## config.mk

```make
export PLATFORM = sky130hd
export DESIGN_NAME = axis_header_arbiter
export DESIGN_NICKNAME = d
export VERILOG_FILES = /design/src/rtl/axis_hdr_pkg.sv /design/src/rtl/axis_rr_picker.sv /design/src/rtl/axis_header_arbiter.sv
export SDC_FILE = /design/constraint.sdc
export NUM_CORES = 1
export LEC_CHECK = 0
export ABC_AREA = 1
export CORE_ASPECT_RATIO = 0.7
export CORE_MARGIN = 2
export CORE_UTILIZATION = 36
export CTS_BUF_LIST = sky130_fd_sc_hd__clkbuf_16
export DETAILED_ROUTE_END_ITERATION = 8
export PLACE_DENSITY = 0.9
export SLEW_MARGIN = 20
export SYNTH_ARGS = -nofsm -noshare
export SYNTH_HDL_FRONTEND = slang
export SYNTH_HIERARCHICAL = 1
export SYNTH_SLANG_ARGS = --single-unit
```

## constraint.sdc

```tcl
create_clock -name clk -period 3.1 [get_ports clk]
set_input_delay 0.31 -clock clk [delete_from_list [all_inputs] [get_ports clk]]
set_output_delay 0.31 -clock clk [all_outputs]
set_load 0.02 [all_outputs]
```

## src/rtl/axis_hdr_pkg.sv

```systemverilog
// Shared types, width defaults and helpers for the AXI-Stream header arbiter.
package axis_hdr_pkg;

    localparam int DATA_W_DEFAULT = 32;
    localparam int KEEP_W_DEFAULT = DATA_W_DEFAULT / 8;
    localparam int KEEP_MAX_W     = 8;

    typedef enum logic [1:0] {
        ST_IDLE     = 2'd0,
        ST_OFFER    = 2'd1,
        ST_WAIT_EOP = 2'd2
    } arb_state_t;

    // Number of enabled bytes in a header keep; narrower keeps are zero-extended.
    function automatic logic [3:0] popcount_keep(input logic [KEEP_MAX_W-1:0] keep);
        logic [3:0] cnt;
        cnt = '0;
        for (int i = 0; i < KEEP_MAX_W; i++) begin
            cnt = cnt + {3'd0, keep[i]};
        end
        return cnt;
    endfunction

endpackage

```

## src/rtl/axis_rr_picker.sv

```systemverilog
// Combinational round-robin picker: first asserted request at or after ptr,
// wrapping modulo NUM_SRC; returns one-hot and binary winners.
module axis_rr_picker #(
    parameter  int NUM_SRC = 4,
    localparam int ID_W    = $clog2(NUM_SRC)
) (
    input  logic [NUM_SRC-1:0] req,
    input  logic [ID_W-1:0]    ptr,
    output logic [NUM_SRC-1:0] grant,
    output logic [ID_W-1:0]    grant_id,
    output logic               any
);

    always_comb begin
        int          idx;
        logic [ID_W-1:0] idx_b;
        // NOTE: every output gets a default before the search so no path leaves
        // a value unassigned, which would otherwise infer a latch.
        grant    = '0;
        grant_id = '0;
        any      = 1'b0;
        idx      = 0;
        idx_b    = '0;
        for (int off = 0; off < NUM_SRC; off++) begin
            idx = int'(ptr) + off;
            if (idx >= NUM_SRC) begin
                idx = idx - NUM_SRC;
            end
            idx_b = ID_W'(idx);
            if (!any && req[idx_b]) begin
                any          = 1'b1;
                grant[idx_b] = 1'b1;
                grant_id     = idx_b;
            end
        end
    end

endmodule

```

## src/rtl/axis_header_arbiter.sv

```systemverilog
// Round-robin header scheduler in front of one axi_stream_insert_header.
// Optional end-of-packet watchdog: define AXIS_HDR_ARB_TIMEOUT_EN.
module axis_header_arbiter #(
    parameter  int NUM_SRC     = 4,
    parameter  int DATA_W      = axis_hdr_pkg::DATA_W_DEFAULT,
    parameter  int KEEP_W      = axis_hdr_pkg::KEEP_W_DEFAULT,
    parameter  int TIMEOUT_CYC = 1024,
    localparam int ID_W        = $clog2(NUM_SRC)
) (
    input  logic                       clk,
    input  logic                       rst,
    input  logic [NUM_SRC-1:0]         req_valid,
    input  logic [NUM_SRC*DATA_W-1:0]  req_data,
    input  logic [NUM_SRC*KEEP_W-1:0]  req_keep,
    output logic [NUM_SRC-1:0]         req_ready,
    output logic                       valid_insert,
    output logic [DATA_W-1:0]          data_insert,
    output logic [KEEP_W-1:0]          keep_insert,
    output logic [2:0]                 byte_insert_cnt,
    input  logic                       ready_insert,
    input  logic                       mon_valid,
    input  logic                       mon_ready,
    input  logic                       mon_last,
    output logic [ID_W-1:0]            grant_id,
    output logic                       busy,
    output logic                       err_timeout
);

    import axis_hdr_pkg::*;

    arb_state_t          state;
    arb_state_t          state_nxt;
    logic [ID_W-1:0]     rr_ptr;
    logic [ID_W-1:0]     rr_ptr_nxt;
    logic [NUM_SRC-1:0]  pick_grant;
    logic [ID_W-1:0]     pick_id;
    logic                pick_any;
    logic [DATA_W-1:0]   win_data;
    logic [KEEP_W-1:0]   win_keep;
    logic                eop;
    logic                tmo_hit;

    axis_rr_picker #(
        .NUM_SRC (NUM_SRC)
    ) u_picker (
        .req      (req_valid),
        .ptr      (rr_ptr),
        .grant    (pick_grant),
        .grant_id (pick_id),
        .any      (pick_any)
    );

    // One-hot grant lets the header mux be a plain AND-OR tree.
    always_comb begin
        win_data = '0;
        win_keep = '0;
        for (int i = 0; i < NUM_SRC; i++) begin
            if (pick_grant[i]) begin
                win_data = win_data | req_data[i*DATA_W +: DATA_W];
                win_keep = win_keep | req_keep[i*KEEP_W +: KEEP_W];
            end
        end
    end

    assign eop        = mon_valid & mon_ready & mon_last;
    assign rr_ptr_nxt = (grant_id == ID_W'(NUM_SRC - 1)) ? '0 : grant_id + ID_W'(1);

`ifdef AXIS_HDR_ARB_TIMEOUT_EN
    localparam int TMO_W = $clog2(TIMEOUT_CYC);

    logic [TMO_W-1:0] tmo_cnt;

    // Held at zero outside WAIT_EOP, so every packet starts counting from 0.
    always_ff @(posedge clk) begin
        if (rst || state != ST_WAIT_EOP) begin
            tmo_cnt <= '0;
        end else begin
            tmo_cnt <= tmo_cnt + TMO_W'(1);
        end
    end

    assign tmo_hit = (state == ST_WAIT_EOP) && !eop && (tmo_cnt == TMO_W'(TIMEOUT_CYC - 1));
`else
    logic unused_tmo_cfg;

    assign unused_tmo_cfg = (TIMEOUT_CYC > 0);
    assign tmo_hit        = 1'b0;
`endif

    always_ff @(posedge clk) begin
        // NOTE: state and datapath registers use non-blocking assignments so every
        // flop samples the pre-edge values regardless of block ordering.
        if (rst) begin
            state <= ST_IDLE;
        end else begin
            state <= state_nxt;
        end
    end

    always_comb begin
        state_nxt = state;
        case (state)
            ST_IDLE:     if (pick_any)        state_nxt = ST_OFFER;
            ST_OFFER:    if (ready_insert)    state_nxt = ST_WAIT_EOP;
            ST_WAIT_EOP: if (eop || tmo_hit)  state_nxt = ST_IDLE;
            default:                          state_nxt = ST_IDLE;
        endcase
    end

    always_comb begin
        req_ready    = '0;
        valid_insert = 1'b0;
        busy         = 1'b0;
        err_timeout  = 1'b0;
        case (state)
            ST_IDLE: begin
                req_ready = pick_grant;
            end
            ST_OFFER: begin
                valid_insert = 1'b1;
                busy         = 1'b1;
            end
            ST_WAIT_EOP: begin
                busy        = 1'b1;
                err_timeout = tmo_hit;
            end
            default: begin
                busy = 1'b1;
            end
        endcase
    end

    // Header is captured on the grant edge and held untouched until the next grant.
    always_ff @(posedge clk) begin
        if (rst) begin
            data_insert     <= '0;
            keep_insert     <= '0;
            byte_insert_cnt <= '0;
            grant_id        <= '0;
            rr_ptr          <= '0;
        end else begin
            if (state == ST_IDLE && pick_any) begin
                data_insert     <= win_data;
                keep_insert     <= win_keep;
                byte_insert_cnt <= 3'(popcount_keep(KEEP_MAX_W'(win_keep)));
                grant_id        <= pick_id;
            end
            if (state == ST_OFFER && ready_insert) begin
                rr_ptr <= rr_ptr_nxt;
            end
        end
    end

endmodule
```

; ---- Word-level counts from Yosys, hierarchy flattened
; Cells that the tools add are included.
; Widths: inputs -> output; s select.
[classes]
n_addsub = 11
magnitude_cmp = 12
n_eq_ne = 6
mux = 48
n_bitwise = 11
reduce_logical = 14
[ops]
columns = op, count
row1 = $mux 32, 4
row2 = $or 32x32->32, 3
row3 = $mux 4, 9
row4 = $mux 2, 12
row5 = $or 4x4->4, 6
row6 = $mux 1, 14
row7 = $lt 2x3->1 const B, 4
row8 = $ge 3x3->1 const B, 3
row9 = $logic_and 1x1->1, 9
row10 = $bmux 1 s2, 4
row11 = $demux 1 s2, 4
row12 = $ge 2x1->1 const B, 4
row13 = $sub 2x1->2 const B, 4
row14 = $add 2x2->3 const B, 2
row15 = $ne 2x2->1 const B, 3
row16 = $pmux 2 s3, 1
row17 = $eq 2x2->1 const B, 2
row18 = $add 2x1->3, 1
row19 = $add 2x1->3 const B, 1
row20 = $add 3x1->3, 1
row21 = $ge 2x3->1 const B, 1
row22 = $logic_not 1->1, 3
row23 = $reduce_and 3->1, 1
row24 = $add 1x1->2, 1
row25 = other kinds (4), 5
[word_totals]
reg_bits = 45
in_bits = 154
out_inout_bits = 48
wordCells = 108

; ---- Depth between registers and ports, before layout
[depth]
ltp_word = 24
depth_mapped = 19

; ---- By module
; Netlist, hierarchy kept.
[modules_own_cells]
columns = mod, n_inst, cells_per_inst, area_each_um2, seq_area_each_um2
row1 = axis_header_arbiter, 1, 633, 3266.9, 900.9
row2 = axis_rr_picker, 1, 74, 440.4, 0.0

; ---- Least setup slack after synthesis
; Ideal clock, no wire load.
[synth_path]
path_kind = flip-flop to flip-flop
start = register rr_ptr[0]
end = register byte_insert_cnt[1]
setup_ps = 116
t_arrival_ps = 2990
t_required_ps = 2984
path_slack_ps = -6
path_stages_with_launch = 19
path_buffers = 1
cell_sequence = dfxtp_1 inv_2 ha_1 inv_1 nand3_1 nand2_1 nor2_1 a21oi_1 nand3_1 buf_4 nand2_1 nand2_1 inv_1 nand2_1 fa_1 ha_1 ha_1 o21ai_0 nor2_1
[synth_between]
word_cells_on_any_way = 71
cone_classes = add/sub (10) / order compare (12) / mux (32) / bitwise (6) / reduce/logical (11)
[synth_lines]
columns = item, line
row1 = start: declaration, axis_header_arbiter.sv:33  ; logic [ID_W-1:0] rr_ptr;
row2 = start signal: assignment, axis_header_arbiter.sv:149  ; rr_ptr <= rr_ptr_nxt;
row3 = branches (longest 13 deep; another with $add 2x1->3), --
row4 = $mux 4 *, axis_rr_picker.sv:30  ; if (!any && req[idx_b]) begin
row5 = named net pick_grant[3], axis_header_arbiter.sv:35  ; logic [NUM_SRC-1:0] pick_grant;
row6 = $mux 4 *, axis_header_arbiter.sv:58  ; if (pick_grant[i]) begin
row7 = named net win_keep[1], axis_header_arbiter.sv:39  ; logic [KEEP_W-1:0] win_keep;
row8 = $add 1x1->2 *, axis_hdr_pkg.sv:19  ; cnt = cnt + {3'd0, keep[i]};
row9 = $add 2x1->3 *, axis_hdr_pkg.sv:19
row10 = $add 3x1->3 *, axis_hdr_pkg.sv:19
row11 = end signal: assignment, axis_header_arbiter.sv:145  ; byte_insert_cnt <= 3'(popcount_keep(KEEP_MAX_W'(win_keep)));
row12 = end: declaration, axis_header_arbiter.sv:19  ; output logic [2:0] byte_insert_cnt,
; Mark *: on every way through the listed nets, which the timed path passes. The select of a mux whose other input is x is not followed.
; A chain may end at the register's enable or synchronous reset.

; ---- Worst setup path after layout
[layout_path]
start = register rr_ptr[1]
end = output req_ready[2]
[layout_between]
elab_chain_cells = 15
word_cells_on_any_way = 60
cone_classes = add/sub (7) / order compare (12) / mux (28) / bitwise (3) / reduce/logical (10)
[layout_rtl]
columns = item, line
row1 = branches (longest 13 deep; another with $add 2x1->3), --
row2 = $mux 4 *, axis_rr_picker.sv:30
row3 = named net pick_grant[2], axis_header_arbiter.sv:35
row4 = $mux 4 *, axis_header_arbiter.sv:115  ; case (state)
row5 = end: declaration, axis_header_arbiter.sv:15  ; output logic [NUM_SRC-1:0] req_ready,
; Marks and branches as above.

==> results.toml <==
[timing]
max_clock_freq_mhz = 337.3
setup_slack_ns = 0.1357
tightest_slew_ns = 0.8903
period_minus_slack_ns = 2.964
setup-tns-final_ns = 0
relSlewSlack_pct = 40.28
finalSetupViolCount = 0
final_max_slew_viol_count = 0
hold_viol = 0
min_period_over_period_pct = 95.62
finalClockSkew_ns = 0.004109
rsz0062_at_grt = "false"

[finish]
final_layout_size_suffix_gt1_share_pct = 6.181
fillers = 938
area_growth_pct = 64.02
fin_nets = 1068
fin_util_pct = 61.60
antenna_cells = 0

[clocking]
cts_num_sinks = 45
ctsHtreeMaxLevel = 2
clockBufferDepth = 2
clock_latency_ns = 0.28
cts_tree = "built"
cts_buffers = 5
clk_pin_slew_worst_paths_ns = 0.06
ctsRootBufferMaster = "clkbuf_16"

[synth]
synth_cells = 707
syn_area_um2 = 3707
synthTopCellsByArea = "nand2_1, dfxtp_1, inv_1, nor2_1, buf_4"
post-synth-top-area-cell = "nand2_1"
synth_top_family_by_area = "simple AND/OR/NAND/NOR gates"
synthFlopType = "dfxtp_1"
ys_types = 24
synth-async-reset-ratio_pct = 0
synth_edf_count = 0
synth_nets = 870
synth_fa_ha_area_share_pct = 3.240
ys_warn_count = 6
synth_top_area_share_pct = 35.13
seq_area_frac_synth_pct = 24.30
synth-xor-area-share_pct = 0
synth_simple_gate_area_share_pct = 50.89
muxShareOfSynthArea_pct = 0
synth_compound_area_share_pct = 2.700
ys_seq_elements = 45
synth.avg_cell_area_um2 = 5.244

[floorplan]
initial_core_util_pct = 37.55
rows = 30
core_area_um2 = 9872
dieArea_um2 = 11140
die_x_um = 125.3
ioPinCount = 202
fp.dieH_um = 88.91

[worst_setup_path]
cp_max_fo = 24
crit_path_end_kind = "primary output"
cp.arrival_ns = 2.65
start_kind = "flip-flop"
worstSetupPathType = "flip-flop to primary output"
cp.required_ns = 2.79

[global_route]
grt_pass1_vias = 4029
grt_pass1_wl_mm = 18.70
antenna_found_initial = 0
grt_max_degree = 36
grt_usage_pct = 20.91
globalRoute.totalOverflow = 0

[power]
switching_power_w = 0.001516
clkPwrFrac_pct = 16.8
power.internal_w = 0.002049
leakage_nw = 3.157
p_per_area_nw_per_um2 = 586.3
pwr-share-seq_pct = 22.9
ir_drop_v = 0.0002878
pwr-share-comb_pct = 60.2
power.share.switching_pct = 42.51

[route]
drtIter0Drc = 212
wl_mm = 12.22
vias = 4534
drc = 0
wl_per_cell_um = 11.82
drtAntennaViolNets = 0
via_per_inst = 4.385
firstDrtPassIters = 4

[place]
pre_cts_ws_ns = -0.1409
dpl.hpwl_mm = 9.508
gp_congestion = 0.9409
io_buffer_count = 200

[worst_hold_path]
min_path_type = "flip-flop to flip-flop"

[run]
drv_cap = 0

[outcome]
status = "finished clean"
[logic make-up (layout without fill, tap and decap cells)]
kind of cell	Yosys count	count (layout)
adders and majority gates	9	9
buffers and inverters	160	359
other	1	1
and+or+nand+nor	474	474
DFF	45	45
AOI/OAI and AO/OA	18	18
[cell usage after synthesis, types with 2 or more instances]
master    count
nand2_1     347
ha_1          8
nand2_2       7
dfxtp_1      45
buf_4        17
buf_2         7
inv_1       125
nand3_4       2
nand3_1      17
clkbuf_1      3
buf_6         3
o21ai_0       5
nor2_1       90
inv_2         4
nand4_1       7
a21boi_0      4
a21oi_1       9
[power groups by stage]
stage	registers (W)	logic, W	clock network (W)
2_1_floorplan	0.00101	0.00111	0
3_3_place_gp	0.000821	0.00204	0
3_5_place_dp	0.000830	0.00209	0
4_1_cts	0.000817	0.00211	0.000614
5_1_grt	0.000836	0.00239	0.000638
6_report	0.000818	0.00215	0.000599
[flip-flops by register name (all words and copies together) (netlist names)]
signal / flops
keep_insert: 4
byte_insert_cnt: 3
grant_id: 2
rr_ptr: 2
state: 2
data_insert: 32
[routing by layer]
layer	global-route usage (%)	wire [µm]	vias to the layer above
met4	3.434	85	0
met1	24.34	5154	1905
met3	7.540	1270	11
met2	38.29	5709	197
li1	-	-	2421
met5	0	0	-
[placed cells by master (no fill, tap or decap), types with 3 or more instances in the layout]
master	instances
nand2_2	7
o21ai_0	5
a21oi_1	7
buf_4	16
nand3_1	13
nand3_2	4
a21boi_0	4
nand4_1	7
clkbuf_16	5
dfxtp_1	44
inv_1	123
clkdlybuf4s50_1	197
inv_2	6
buf_8	3
ha_1	7
nand3_4	3
nor2_1	89
nand2_1	347
[area by class of cell]
cell class	instances	area (µm²)	area share, %
Clock inverter	3	41.29	0.6790
Tap cell	128	160.2	2.634
Timing Repair Buffer	221	2198	36.15
Clock buffer	5	125.1	2.058
Multi-Input combinational cell	502	2166	35.62
Inverter	130	488.0	8.025
Sequential cell	45	902.1	14.84
[worst paths after layout]
check,slack [ns],cells after the start,startpoint,to
worst max-delay path,0.14,13,rr_ptr[1]$_SDFFE_PP0P_,req_ready[2]
worst min-delay path,0.48,2,byte_insert_cnt[2]$_SDFFE_PP0P_,byte_insert_cnt[2]$_SDFFE_PP0P_
worst min register to register,0.48,2,byte_insert_cnt[2]$_SDFFE_PP0P_,byte_insert_cnt[2]$_SDFFE_PP0P_
worst max register to register,0.15,18,rr_ptr[1]$_SDFFE_PP0P_,byte_insert_cnt[1]$_SDFFE_PP0P_
[repair_timing]
item / 4_1_cts / 5_1_grt
buffers inserted: 0 / 5
gates resized for setup: 9 / 12
hold buffers: 0 / 0
pin swaps: 0 / 3
endpoints found under the setup margin: 4 / 5
[worst max-delay path, stage by stage (launching register included)]
cell	delay (ns)
dfxtp_1	0.33
inv_1	0.08
ha_4	0.31
inv_2	0.05
nand2_1	0.07
nand2_2	0.06
nor2_4	0.14
buf_4	0.13
nand3_1	0.07
nand3_2	0.14
buf_8	0.22
inv_1	0.06
nor2_1	0.10
clkdlybuf4s50_1	0.60
[through the flow]
step	instance area [µm²]	hold WS [ns]	total power (W)	instances
floorplan	3710	0.3791	0.002125	707
global placement	5817	0.4674	0.002866	1021
detailed placement	5817	0.4735	0.002916	1021
CTS	6007	0.4887	0.003544	1029
global route	6081	0.5120	0.003862	1034
finish	6081	0.4844	0.003565	1034
(Power assumes the default switching activity.)
